--- config.mk ---
export PLATFORM = sky130hd
export DESIGN_NAME = player_life_ctrl
export DESIGN_NICKNAME = d
export VERILOG_FILES = /design/src/rtl/life_pkg.sv /design/src/rtl/player_life_ctrl_frame_timer.sv /design/src/rtl/player_life_ctrl.sv
export SDC_FILE = /design/constraint.sdc
export NUM_CORES = 1
export LEC_CHECK = 0
export BUFFER_PORTS_ARGS = -buffer_cell sky130_fd_sc_hd__buf_2
export CAP_MARGIN = 10
export CORE_MARGIN = 2
export CORE_UTILIZATION = 55
export DETAILED_ROUTE_END_ITERATION = 12
export PLACE_DENSITY = 0.78
export SLEW_MARGIN = 0
export SYNTH_ARGS = -nofsm -noshare
export SYNTH_HDL_FRONTEND = slang
export SYNTH_SLANG_ARGS = --single-unit
--- constraint.sdc ---
create_clock -name clk -period 2.7 [get_ports clk]
set_input_delay 0.27 -clock clk [delete_from_list [all_inputs] [get_ports clk]]
set_output_delay 0.27 -clock clk [all_outputs]
set_load 0.02 [all_outputs]
--- src/rtl/life_pkg.sv ---
// life_pkg: shared state type, default life/timing constants and the HUD thermometer encoder
package life_pkg;

   typedef enum logic [2:0] {IDLE, ALIVE, DYING, RESPAWN, GAME_OVER} life_state_t;

   localparam int LIFE_INIT_LIVES     = 3;
   localparam int LIFE_MAX_LIVES      = 5;
   localparam int LIFE_DEATH_FRAMES   = 60;
   localparam int LIFE_RESPAWN_FRAMES = 30;

   function automatic logic [31:0] lives_to_mask(input int unsigned n);
      logic [31:0] m;
      for (int unsigned i = 0; i < 32; i++) m[i] = i < n;
      return m;
   endfunction

endpackage

--- src/rtl/player_life_ctrl_frame_timer.sv ---
// frame_timer: counts frame ticks since the last clear and flags the limit-th one
module frame_timer #(
   parameter int W = 6
) (
   input  logic         clk,
   input  logic         reset,
   input  logic         clear,
   input  logic         tick,
   input  logic [W-1:0] limit,
   output logic         expire
);

   logic [W-1:0] cnt_q, cnt_d;

   // clear wins over a coincident tick; expire looks at the tick that would reach the limit
   always_comb begin
      cnt_d  = clear ? '0 : tick ? cnt_q + W'(1) : cnt_q;
      expire = tick && (cnt_q + W'(1) == limit);
   end

   // tick counter register
   always_ff @(posedge clk or posedge reset)
      if (reset) cnt_q <= '0;
      else       cnt_q <= cnt_d;

endmodule

--- src/rtl/player_life_ctrl.sv ---
// player_life_ctrl: player life-cycle sequencer owning lives, death/respawn intervals and game over
module player_life_ctrl
   import life_pkg::*;
#(
   parameter int INIT_LIVES     = LIFE_INIT_LIVES,
   parameter int MAX_LIVES      = LIFE_MAX_LIVES,
   parameter int DEATH_FRAMES   = LIFE_DEATH_FRAMES,
   parameter int RESPAWN_FRAMES = LIFE_RESPAWN_FRAMES
) (
   input  logic                           clk,
   input  logic                           reset,
   input  logic                           startOfFrame,
   input  logic                           playGame,
   input  logic                           player_hit,
   input  logic                           bonus_life,
   output logic [$clog2(MAX_LIVES+1)-1:0] lives_count,
   output logic [MAX_LIVES-1:0]           lives_mask,
   output logic                           freeze_game,
   output logic                           player_visible,
   output logic                           death_anim,
   output logic                           respawn,
   output logic                           game_over
);

   localparam int LW = $clog2(MAX_LIVES + 1);
   localparam int TW = $clog2((DEATH_FRAMES > RESPAWN_FRAMES ? DEATH_FRAMES : RESPAWN_FRAMES) + 1);

   life_state_t          state_q, state_d;
   logic [LW-1:0]        lives_q, lives_d, lives_up, lives_dn, lives_b;
   logic [MAX_LIVES-1:0] mask_q, mask_d;
   logic                 freeze_q, freeze_d, vis_q, vis_d, death_q, death_d;
   logic                 respawn_q, respawn_d, go_q, go_d;
   logic                 clear, expire;
   logic [TW-1:0]        limit;

   assign limit = state_q == DYING ? TW'(DEATH_FRAMES) : TW'(RESPAWN_FRAMES);
   assign clear = state_d != state_q || !(state_q inside {DYING, RESPAWN});

   frame_timer #(.W(TW)) u_timer (
      .clk    (clk),
      .reset  (reset),
      .clear  (clear),
      .tick   (startOfFrame),
      .limit  (limit),
      .expire (expire)
   );

   // next state, life bookkeeping and the registered output values
   always_comb begin
      lives_up = lives_q == LW'(MAX_LIVES) ? lives_q : lives_q + LW'(1);
      lives_dn = lives_q == '0 ? lives_q : lives_q - LW'(1);
      lives_b  = bonus_life ? lives_up : lives_q;
      state_d  = state_q;
      lives_d  = lives_q;
      case (state_q)
         IDLE:      state_d = playGame ? ALIVE : IDLE;
         ALIVE: begin
            lives_d = player_hit ? (bonus_life ? lives_q : lives_dn) : lives_b;
            state_d = !playGame ? IDLE : player_hit ? DYING : ALIVE;
         end
         DYING: begin
            lives_d = lives_b;
            state_d = !playGame ? IDLE : !expire ? DYING : lives_b == '0 ? GAME_OVER : RESPAWN;
         end
         RESPAWN: begin
            lives_d = lives_b;
            state_d = !playGame ? IDLE : expire ? ALIVE : RESPAWN;
         end
         GAME_OVER: state_d = playGame ? GAME_OVER : IDLE;
         default:   state_d = IDLE;
      endcase
      if (state_d == IDLE) lives_d = LW'(INIT_LIVES);
      mask_d    = MAX_LIVES'(lives_to_mask(32'(lives_d)));
      freeze_d  = state_d inside {IDLE, DYING, GAME_OVER};
      death_d   = state_d == DYING;
      go_d      = state_d == GAME_OVER;
      respawn_d = state_q == DYING && state_d == RESPAWN;
      vis_d     = state_d inside {ALIVE, DYING} ||
                  (state_d == RESPAWN && (state_q != RESPAWN || (vis_q ^ startOfFrame)));
   end

   // state and output registers
   always_ff @(posedge clk or posedge reset)
      if (reset) begin
         state_q   <= IDLE;
         lives_q   <= LW'(INIT_LIVES);
         mask_q    <= MAX_LIVES'(lives_to_mask(INIT_LIVES));
         freeze_q  <= 1'b1;
         vis_q     <= 1'b0;
         death_q   <= 1'b0;
         respawn_q <= 1'b0;
         go_q      <= 1'b0;
      end else begin
         state_q   <= state_d;
         lives_q   <= lives_d;
         mask_q    <= mask_d;
         freeze_q  <= freeze_d;
         vis_q     <= vis_d;
         death_q   <= death_d;
         respawn_q <= respawn_d;
         go_q      <= go_d;
      end

   assign lives_count    = lives_q;
   assign lives_mask     = mask_q;
   assign freeze_game    = freeze_q;
   assign player_visible = vis_q;
   assign death_anim     = death_q;
   assign respawn        = respawn_q;
   assign game_over      = go_q;

endmodule

======== Yosys cells after proc, flatten, opt, wreduce, memory -nomap -nowiden ========
Cells that the tools add are included.
word-level totals
  register bits ........................... 22
  output and inout port bits .............. 13
  input bits .............................. 6
  logic and storage cells ................. 66
cells by class
  bitwise operators ....................... 1
  equal/unequal tests ..................... 12
  magnitude comparators ................... 5
  add/sub/neg operators ................... 3
  muxes and demuxes ....................... 20
  reductions and logical operators ........ 16
operators with widths
  kind                   number
  $mux W3                10
  $mux W6                3
  $pmux W3 S5            1
  $eq A3 B2 Y1 const B   4
  $logic_not A3 Y1       4
  $eq A3 B3 Y1 const B   3
  $mux W2                4
  $add A6 B1 Y6 const B  1
  $eq A3 B1 Y1 const B   2
  $eq A6 B6 Y1           1
  $lt A1 B3 Y1 const A   2
  $lt A2 B3 Y1 const A   2
  $pmux W3 S2            1
  $reduce_bool A2 Y1     3
  $add A3 B1 Y3 const B  1
  $logic_and A1 B1 Y1    3
  $logic_or A1 B1 Y1     3
  $lt A3 B3 Y1 const A   1
  $ne A3 B2 Y1 const B   1
  $ne A3 B3 Y1           1
  $reduce_bool A3 Y1     1
  $sub A3 B1 Y3 const B  1
  $reduce_or A2 Y1       1
  $logic_not A1 Y1       1
  other kinds (2)        2

======== Logic depth before layout (Yosys ltp) ========
Gate-level depths: netlist (run 1).
  word-level depth ........................ 11
  depth in mapped cells ................... 8
  mapped depth without buffers ............ 8

======== Hierarchy ========
A second synthesis (run 1) with hierarchy kept.
unflattened totals
  cells, all modules ...................... 146
  area total of the unflattened synthesis .. 1380.1 sq um
modules (own cells, without submodules)
  module            seq. area each (sq um)  area each (sq um)  cells an instance  instances
  player_life_ctrl  382.9                   953.4              100                1
  frame_timer       150.1                   426.7              46                 1

======== Worst setup path after synthesis (run 1) ========
OpenSTA, ideal clock, no wires.
  kind .................................... reg-to-reg
  start point ............................. register lives_q[0], in the netlist lives_count[0]
  end point ............................... register vis_q, in the netlist player_visible
  setup time .............................. 125 ps
  data arrival time ....................... 1996 ps
  setup slack ............................. 579 ps
  data required time ...................... 2575 ps
  path buffers ............................ 0
  stages on the path, launching flop included .. 6
  clock period less this slack ............ 2121 ps
  path through ............................ dfstp_2 inv_1 ha_1 o31a_2 a21oi_1 mux2_2
between the ends
  cells in the longest elaborated chain, start to end .. 11
  elaborated cells between the ends (all ways) .. 15
  classes of those cells .................. add/sub: 1; eq/ne: 4; mux: 6; reduce/logical: 4
RTL lines
  item                                                       RTL line                                        RTL
  start, declared                                            player_life_ctrl.sv:29                          logic [LW-1:0] lives_q, lives_d, lives_up, lives_dn, lives_b;
  start signal, assigned                                     player_life_ctrl.sv:86                          lives_q <= LW'(INIT_LIVES);
  start signal, assigned                                     player_life_ctrl.sv:95                          lives_q <= lives_d;
  $add A3 B1 Y3 or $eq A3 B3 Y1 (tied branches)              player_life_ctrl.sv:50                          lives_up = lives_q == LW'(MAX_LIVES) ? lives_q : lives_q + LW'(1);
  $mux W3                                                    player_life_ctrl.sv:50
  $mux W3 *                                                  player_life_ctrl.sv:52                          lives_b = bonus_life ? lives_up : lives_q;
  $logic_not A3 Y1 *                                         player_life_ctrl.sv:63                          state_d = !playGame ? IDLE : !expire ? DYING : lives_b == '0 ? GAME_OVER : RESPAWN;
  $mux W3 * (3 in a row)                                     player_life_ctrl.sv:63
  $pmux W3 S5 *                                              player_life_ctrl.sv:55                          case (state_q)
  $eq A3 B1 Y1, or another cell as far along                 player_life_ctrl.sv:78                          vis_d = state_d inside {ALIVE, DYING} ||
  $reduce_bool A2 Y1 or $logic_and A1 B1 Y1 (tied branches)  player_life_ctrl.sv:78, player_life_ctrl.sv:79
  $logic_or A1 B1 Y1 *                                       player_life_ctrl.sv:78
  via vis_d                                                  player_life_ctrl.sv:31                          logic freeze_q, freeze_d, vis_q, vis_d, death_q, death_d;
  end signal, assigned                                       player_life_ctrl.sv:98                          vis_q <= vis_d;
  end, declared                                              player_life_ctrl.sv:31
The timed path passes the listed nets; every way through them passes the cells marked *.
A chain may end at the register's enable or synchronous reset.

======== Final worst setup path (run 1) ========
  start point ............................. register u_timer.cnt_q[0]
  end point ............................... register vis_q, in the netlist player_visible
between the ends
  cells in the longest elaborated chain, start to end .. 9
  elaborated cells between the ends (all ways) .. 14
  classes of those cells .................. add/sub: 1; eq/ne: 4; mux: 5; reduce/logical: 4
RTL lines
  item                                                       RTL line                                        RTL
  start, declared                                            player_life_ctrl_frame_timer.sv:13              logic [W-1:0] cnt_q, cnt_d;
  start signal, assigned                                     player_life_ctrl_frame_timer.sv:24              else cnt_q <= cnt_d;
  $add A6 B1 Y6 *                                            player_life_ctrl_frame_timer.sv:18              expire = tick && (cnt_q + W'(1) == limit);
  $eq A6 B6 Y1 *                                             player_life_ctrl_frame_timer.sv:18
  $logic_and A1 B1 Y1 *                                      player_life_ctrl_frame_timer.sv:18
  $mux W3 or $mux W2 (tied branches) (2 in a row)            player_life_ctrl.sv:63, player_life_ctrl.sv:67
  $pmux W3 S5 *                                              player_life_ctrl.sv:55
  $eq A3 B1 Y1, or another cell as far along                 player_life_ctrl.sv:78
  $reduce_bool A2 Y1 or $logic_and A1 B1 Y1 (tied branches)  player_life_ctrl.sv:78, player_life_ctrl.sv:79
  $logic_or A1 B1 Y1 *                                       player_life_ctrl.sv:78
  via vis_d                                                  player_life_ctrl.sv:31
Marked as above.

==> metrics.md, run 1 <==
| Metric | Value |
|---|---|
| Result of the run | `finished, final reports clean` |
| Relative area change from synthesis to final layout | `8.49%` |
| Number of fill cells | `186` |
| Syn_nets | `146` |
| First-pass GRT wire length | `4.34 mm` |
| Setup crit start kind | `flip-flop` |
| # Post-CTS Setup Buffers | `0` |
| Netlist cell types | `50` |
| Share of power burned in the clock network | `0.116` |
| Pins Over Slew Limit | `0` |
| Wire length after detailed routing | `2.63 mm` |
| Die ar. | `2820 µm²` |
| Starting DRT DRC Count | `27` |
| IR Drop Worst-Case VDD | `855 µV` |
| Global-route usage over all layers | `0.218` |
| Clock network latency to the later pin of the worst-skew pair | `0.31 ns` |
| Master cell of the clock root buffer | `clkbuf_4` |
| Worst clock skew on the final layout | `0.00204 ns` |
| Most area-hungry cell type in the Yosys netlist | `dfrtp_1` |
| Critical path endpoint category | `flip-flop` |
| Most used standard cell by instance count after synthesis | `dfrtp_1` |
| Post-synthesis cell area | `1330 µm²` |
| Area occupied by multi-input gates | `723 µm²` |
| DR vias/cell | `5.96` |
| Max transition margin | `0.499` |
| Leakage power summed over all cells | `0.653 nW` |
| Die Y-Extent | `53.1 µm` |
| Arrival time of data at the critical path endpoint | `2.46 ns` |
| Master of the slowest instance on the critical path | `dfrtp_1` |
| Total iterations of the first detailed-routing run | `4` |
| CP Data Required Time | `2.91 ns` |
| Slew at the pin closest to its max-slew limit | `0.751 ns` |
| Routed wire per std cell | `14.7 µm` |
| Setup slack of the most critical reg-to-reg path | `0.45 ns` |
| CTS clock-pin slew for the worst setup and hold paths | `0.11 ns` |
| Combinational share of power | `0.499` |
| Async set or reset register ratio after synthesis | `1.00` |
| Routability Congestion | `0.830` |
| CTS buffer count | `3` |
| Overall power | `1.30 mW` |
| Cell area reported after detailed placement | `1410 µm²` |
| Pwr Density | `905 nW/µm²` |
| List of cells traversed by the critical path | `ha_1 -> nor3b_1 -> o22ai_1 -> nand2_1 -> a31oi_1 -> a21oi_1 -> mux2_2` |
| Predominant post-synthesis flop cell | `dfrtp_1` |
| Initial Utilization | `0.588` |
| Final Util | `0.638` |
| Area used by sequential logic in the layout | `533 µm²` |
| Largest cells by area after synthesis | `dfrtp_1, dfstp_2, ha_1` |
| Average cell area after synthesis | `9.82 µm²` |
| CTS tree | `done` |
| Total inserted antenna cells | `0` |
| Number of antenna violations at the first check in global routing | `0` |
| Antenna Nets Post-Route | `0` |
| Number of register bits inferred by synthesis | `21` |
| Power dissipated by switching net loads | `0.576 mW` |
| Floorplan core area | `2250 µm²` |
| Sinks on the clock net | `21` |
| Share of synthesized area occupied by flip-flops and latches | `0.402` |
| CTS resizes | `0` |
| Most frequent cells after synthesis | `dfrtp_1, nor2_1, inv_1` |
| Crit-path max FO | `7` |
| Horizontal die dimension | `53.1 µm` |
| Total setup violations reported at the end of the flow | `0` |
| Synthesis warning total | `0` |
| Post-route setup TNS | `0 ns` |
| Pin count of the biggest net entering global routing | `22` |
| Final HPWL from detailed placement | `1.89 mm` |
| Slowest stage delay, CP | `0.48 ns` |
| Fraction of post-synthesis cell area in the top cell type by area | `0.283` |
| Residual overflow from global routing | `0` |
| Row count | `17` |
| Number of input and output port buffers inserted | `18` |
| Maximum root-to-sink buffer count | `2` |
| Drt drc | `0` |
| Part of the cycle the worst path needs | `0.835` |
| Class of the most critical setup path | `reg2reg` |
| Mapped Cells | `135` |
| Total of hold buffers inserted after clock tree synthesis | `0` |
| Number of vias after detailed routing | `1067` |
| Number of global-route vias before repair | `952` |
| Path class of the lowest-slack min-delay path | `in2async` |
| Count of flip-flops with a built-in enable after synthesis | `0` |
| Final cell area excluding filler cells | `1440 µm²` |
| H-Tree Depth | `1` |
| Io pins | `19` |
| Setup repair after global routing missed its margin | `false` |
| Number of endpoints with negative hold slack in the final report | `0` |
| Maximum Capacitance Violations | `0` |
| Min Tclk post-route | `2.25 ns` |
| Sequential share of power | `0.385` |
| Fmax | `444 MHz` |
| Ratio of cells with drive above 1 in the final layout | `0.252` |
| Smallest hold slack | `0.0679 ns` |
| Switching power share of the total | `0.442` |
| Net count, final | `163` |
| Internal cell power | `0.727 mW` |
-- flip-flops by register name, indices dropped and copies added, names as in the netlist --
name and count:
lives_mask 5, u_timer.cnt_q 6, game_over 1, state_q 3, lives_count 2, player_visible 1, respawn 1, freeze_game 1
death_anim 1
-- critical path, delay by kind of cell (launching register included) --
family                     cells  cell delay, ns
AOI/OAI and AO/OA              3            0.54
DFF                            1            0.48
adders and majority gates      1            0.40
and+or+nand+nor                2            0.38
muxes                          1            0.36
-- path summary, 6_finish.rpt --
check                      cells after the start                           end                         start
setup / recovery                               7      player_visible$_DFF_PP0_  u_timer.cnt_q[0]$_DFFE_PP0P_
hold / removal                                 2          death_anim$_DFF_PP0_                         reset
setup reg to reg                               7      player_visible$_DFF_PP0_  u_timer.cnt_q[0]$_DFFE_PP0P_
hold reg to reg                                2  u_timer.cnt_q[4]$_DFFE_PP0P_  u_timer.cnt_q[4]$_DFFE_PP0P_
max in group asynchronous                      2       lives_mask[3]$_DFF_PP0_                         reset
min in group clk                               4          death_anim$_DFF_PP0_                      playGame
-- cells by family (layout without fill, tap and decap cells) --
| family | after synthesis | in the layout | share of synthesized area |
|---|---|---|---|
| xor+xnor | 9 | 9 | 0.0594 |
| compound gates | 26 | 26 | 0.175 |
| flops | 21 | 21 | 0.402 |
| simple gates | 58 | 58 | 0.247 |
| buf+inv | 14 | 30 | 0.0528 |
| mux | 2 | 2 | 0.0160 |
| fa+ha+maj | 5 | 5 | 0.0472 |
-- layer usage --
metal,GRT usage,vias up,share of wire
met5,0,-,0
met4,0.103,0,0.030
met3,0.0198,9,0.050
met2,0.358,39,0.46
met1,0.289,506,0.46
li1,-,513,-
-- power groups by stage --
stage	clock (mW)	sequential (mW)	combinational [mW]
floorplan	0	0.558	0.457
global placement	0	0.500	0.634
detailed placement	0	0.504	0.649
CTS	0.158	0.500	0.652
global route	0.164	0.515	0.723
finish	0.151	0.501	0.650
-- layout by cell type (no fill, tap or decap), drive strengths merged, types with 3 or more instances in the layout --
| cell | Yosys | layout |
|---|---|---|
| nand4 | 4 | 4 |
| buf | 5 | 18 |
| dfrtp | 15 | 15 |
| a21oi | 4 | 4 |
| dfstp | 6 | 6 |
| o21ai | 4 | 4 |
| clkbuf | 1 | 3 |
| xnor2 | 6 | 6 |
| nand2b | 5 | 5 |
| nor2 | 14 | 14 |
| inv | 8 | 8 |
| nor3 | 4 | 4 |
| nand2 | 7 | 7 |
| nor2b | 4 | 4 |
| xor2 | 3 | 3 |
| ha | 5 | 5 |
| nand3 | 6 | 6 |
-- stage by stage --
step,setup slack (ns),std cells
3_3_place_gp,0.582,175
5_1_grt,0.379,179
3_5_place_dp,0.542,175
4_1_cts,0.493,179
2_1_floorplan,0.579,135
6_report,0.446,179
-- layout make-up --
| class | count | share of cell area |
|---|---|---|
| clock buffer | 3 | 0.0157 |
| clock inverter | 1 | 0.00348 |
| inverter | 8 | 0.0209 |
| multi-input combinational | 100 | 0.503 |
| sequential | 21 | 0.370 |
| tap | 28 | 0.0243 |
| timing repair buffer | 18 | 0.0626 |
(Power assumes the default switching activity.)
==> run 2: changes to the inputs <==
clock period = 2.1 ns   (was 2.7 ns; I/O delays follow)
==> run 2 against run 1 <==
Compared with the run above:
- worst hold slack lost 0.038 ns
- fmax rose by 9.9%
- global-route usage grew 0.98 points
- critical endpoint is now lives_mask[1]$_DFF_PP1_
- sequential cell count stayed put
- die area unchanged
- count of clock-buffer cells in the layout grew 1
- largest cell class unchanged
- sequential share of layout area fell by 3.0 points
- critical path depth down 2
- non-clock buffer count grew 9
- wire length increased by 8.5%
==> metrics.md, run 2 (synthesized netlist as in run 1, its figures left out) <==
| Metric | Value |
|---|---|
| Result of the run | `finished, final reports clean` |
| Final Util | `0.695` |
| Clock network latency to the later pin of the worst-skew pair | `0.29 ns` |
| Pins Over Slew Limit | `0` |
| Routability Congestion | `0.808` |
| Row count | `17` |
| Antenna Nets Post-Route | `0` |
| Worst clock skew on the final layout | `0.00178 ns` |
| CTS tree | `done` |
| H-Tree Depth | `1` |
| Worst-case setup margin in the final layout | `0.0486 ns` |
| Crit-path max FO | `5` |
| Maximum Capacitance Violations | `0` |
| Sequential share of power | `0.319` |
| Share of power burned in the clock network | `0.097` |
| Switching power share of the total | `0.433` |
| Total iterations of the first detailed-routing run | `4` |
| Setup repair after global routing missed its margin | `true` |
| List of cells traversed by the critical path | `inv_2 -> ha_1 -> o31a_4 -> a2111o_1 -> nand3b_1` |
| Worst slack at placement | `-0.0000950 ns` |
| Sinks on the clock net | `21` |
| Area used by sequential logic in the layout | `533 µm²` |
| Arrival time of data at the critical path endpoint | `2.28 ns` |
| Path class of the lowest-slack min-delay path | `in2async` |
| Smallest hold slack | `0.0298 ns` |
| Part of the cycle the worst path needs | `0.977` |
| Horizontal die dimension | `53.1 µm` |
| Power dissipated by switching net loads | `0.825 mW` |
| Setup crit start kind | `flip-flop` |
| Setup slack of the most critical reg-to-reg path | `0.05 ns` |
| Io pins | `19` |
| Floorplan core area | `2250 µm²` |
| Die Y-Extent | `53.1 µm` |
| Routed wire per std cell | `15.2 µm` |
| Residual overflow from global routing | `0` |
| Number of vias after detailed routing | `1084` |
| CTS buffer count | `3` |
| IR Drop Worst-Case VDD | `984 µV` |
| Die ar. | `2820 µm²` |
| Fmax | `487 MHz` |
| Max transition margin | `0.502` |
| Starting DRT DRC Count | `22` |
| Area occupied by multi-input gates | `786 µm²` |
| Number of antenna violations at the first check in global routing | `0` |
| DR vias/cell | `5.77` |
| Overall power | `1.91 mW` |
| Min Tclk post-route | `2.05 ns` |
| Commonest non-fill, non-tap cells in the layout | `buf_2, dfrtp_1, nor2_1, buf_4` |
| Number of cell instances on the worst register-to-register path | `5` |
| Number of endpoints with negative hold slack in the final report | `0` |
| CP Data Required Time | `2.33 ns` |
| Final HPWL from detailed placement | `2.07 mm` |
| Master of the slowest instance on the critical path | `dfstp_2` |
| Total of hold buffers inserted after clock tree synthesis | `0` |
| Most common library cell in the layout ignoring fill and taps | `buf_2` |
| Total setup violations reported at the end of the flow | `0` |
| Slew at the pin closest to its max-slew limit | `0.746 ns` |
| RR Startpoint | `lives_count[1]$_DFF_PP1_` |
| Reg-to-reg critical path endpoint | `lives_mask[1]$_DFF_PP1_` |
| Leakage power summed over all cells | `0.713 nW` |
| Net count, final | `172` |
| Initial Utilization | `0.588` |
| Internal cell power | `1.08 mW` |
| Largest register FFs | `6` |
| Critical path endpoint category | `flip-flop` |
| Wire length after detailed routing | `2.85 mm` |
| Number of fill cells | `185` |
| Class of the most critical setup path | `reg2reg` |
| Number of input and output port buffers inserted | `18` |
| Number of global-route vias before repair | `1063` |
| Combinational share of power | `0.584` |
| Pwr Density | `1220 nW/µm²` |
| Relative area change from synthesis to final layout | `18.2%` |
| Global-route usage over all layers | `0.228` |
| Drt drc | `0` |
| Maximum root-to-sink buffer count | `2` |
| Slowest stage delay, CP | `0.59 ns` |
| First-pass GRT wire length | `4.62 mm` |
| Pin count of the biggest net entering global routing | `22` |
| Master cell of the clock root buffer | `clkbuf_4` |
| Total inserted antenna cells | `0` |
| Ratio of cells with drive above 1 in the final layout | `0.338` |
| Most flops, register | `u_timer.cnt_q` |
| CTS clock-pin slew for the worst setup and hold paths | `0.11 ns` |
run 2: critical path, delay by kind of cell, from the launching register on:
kind	cells	cell delay, ns
fa+ha+maj	1	0.33
flops	1	0.59
buf+inv	1	0.07
simple gates	1	0.13
compound gates	2	0.86
run 2: per-stage QoR:
stage / setup TNS (ns) / std cells / instance area [µm²]
after floorplan: 0 / 135 / 1330
after global placement: 0 / 182 / 1470
after detailed placement: -0.0000950 / 182 / 1470
after CTS: 0 / 188 / 1540
after global routing: -0.0180 / 188 / 1570
final: 0 / 188 / 1570
run 2: repair_timing:
item,in CTS,in global routing
endpoints found under the setup margin,2,8
cloned,0,0
resized for setup,7,5
pin swaps,4,1
buffers inserted,2,0
run 2: worst max path at each step:
stage / start / endpoint / cells after the start
floorplan: lives_count[0]$_DFF_PP1_ / player_visible$_DFF_PP0_ / 5
global placement: lives_count[1]$_DFF_PP1_ / player_visible$_DFF_PP0_ / 7
detailed placement: lives_count[0]$_DFF_PP1_ / player_visible$_DFF_PP0_ / 5
CTS: u_timer.cnt_q[0]$_DFFE_PP0P_ / player_visible$_DFF_PP0_ / 7
global route: lives_count[0]$_DFF_PP1_ / player_visible$_DFF_PP0_ / 5
finish: lives_count[1]$_DFF_PP1_ / lives_mask[1]$_DFF_PP1_ / 5
run 2: layout make-up:
type	instances	share of cell area
Multi-Input combinational cell	100	0.501
Timing Repair Buffer	27	0.101
Sequential cell	21	0.340
Inverter	8	0.0192
Clock buffer	4	0.0168
Tap cell	28	0.0223
run 2: routing by layer:
metal	track usage	part of all wire	vias to the layer above
met1	0.311	0.48	525
met5	0	0	-
met4	0.103	0.012	0
met2	0.352	0.48	20
li1	-	-	535
met3	0.0395	0.030	4
run 2: power by group through the flow:
| stage | Combinational (mW) | Sequential [mW] | Clock, mW |
|---|---|---|---|
| 2_1_floorplan | 0.594 | 0.717 | 0 |
| 3_3_place_gp | 0.929 | 0.608 | 0 |
| 3_5_place_dp | 0.956 | 0.616 | 0 |
| 4_1_cts | 1.06 | 0.604 | 0.194 |
| 5_1_grt | 1.20 | 0.621 | 0.203 |
| 6_report | 1.11 | 0.608 | 0.185 |
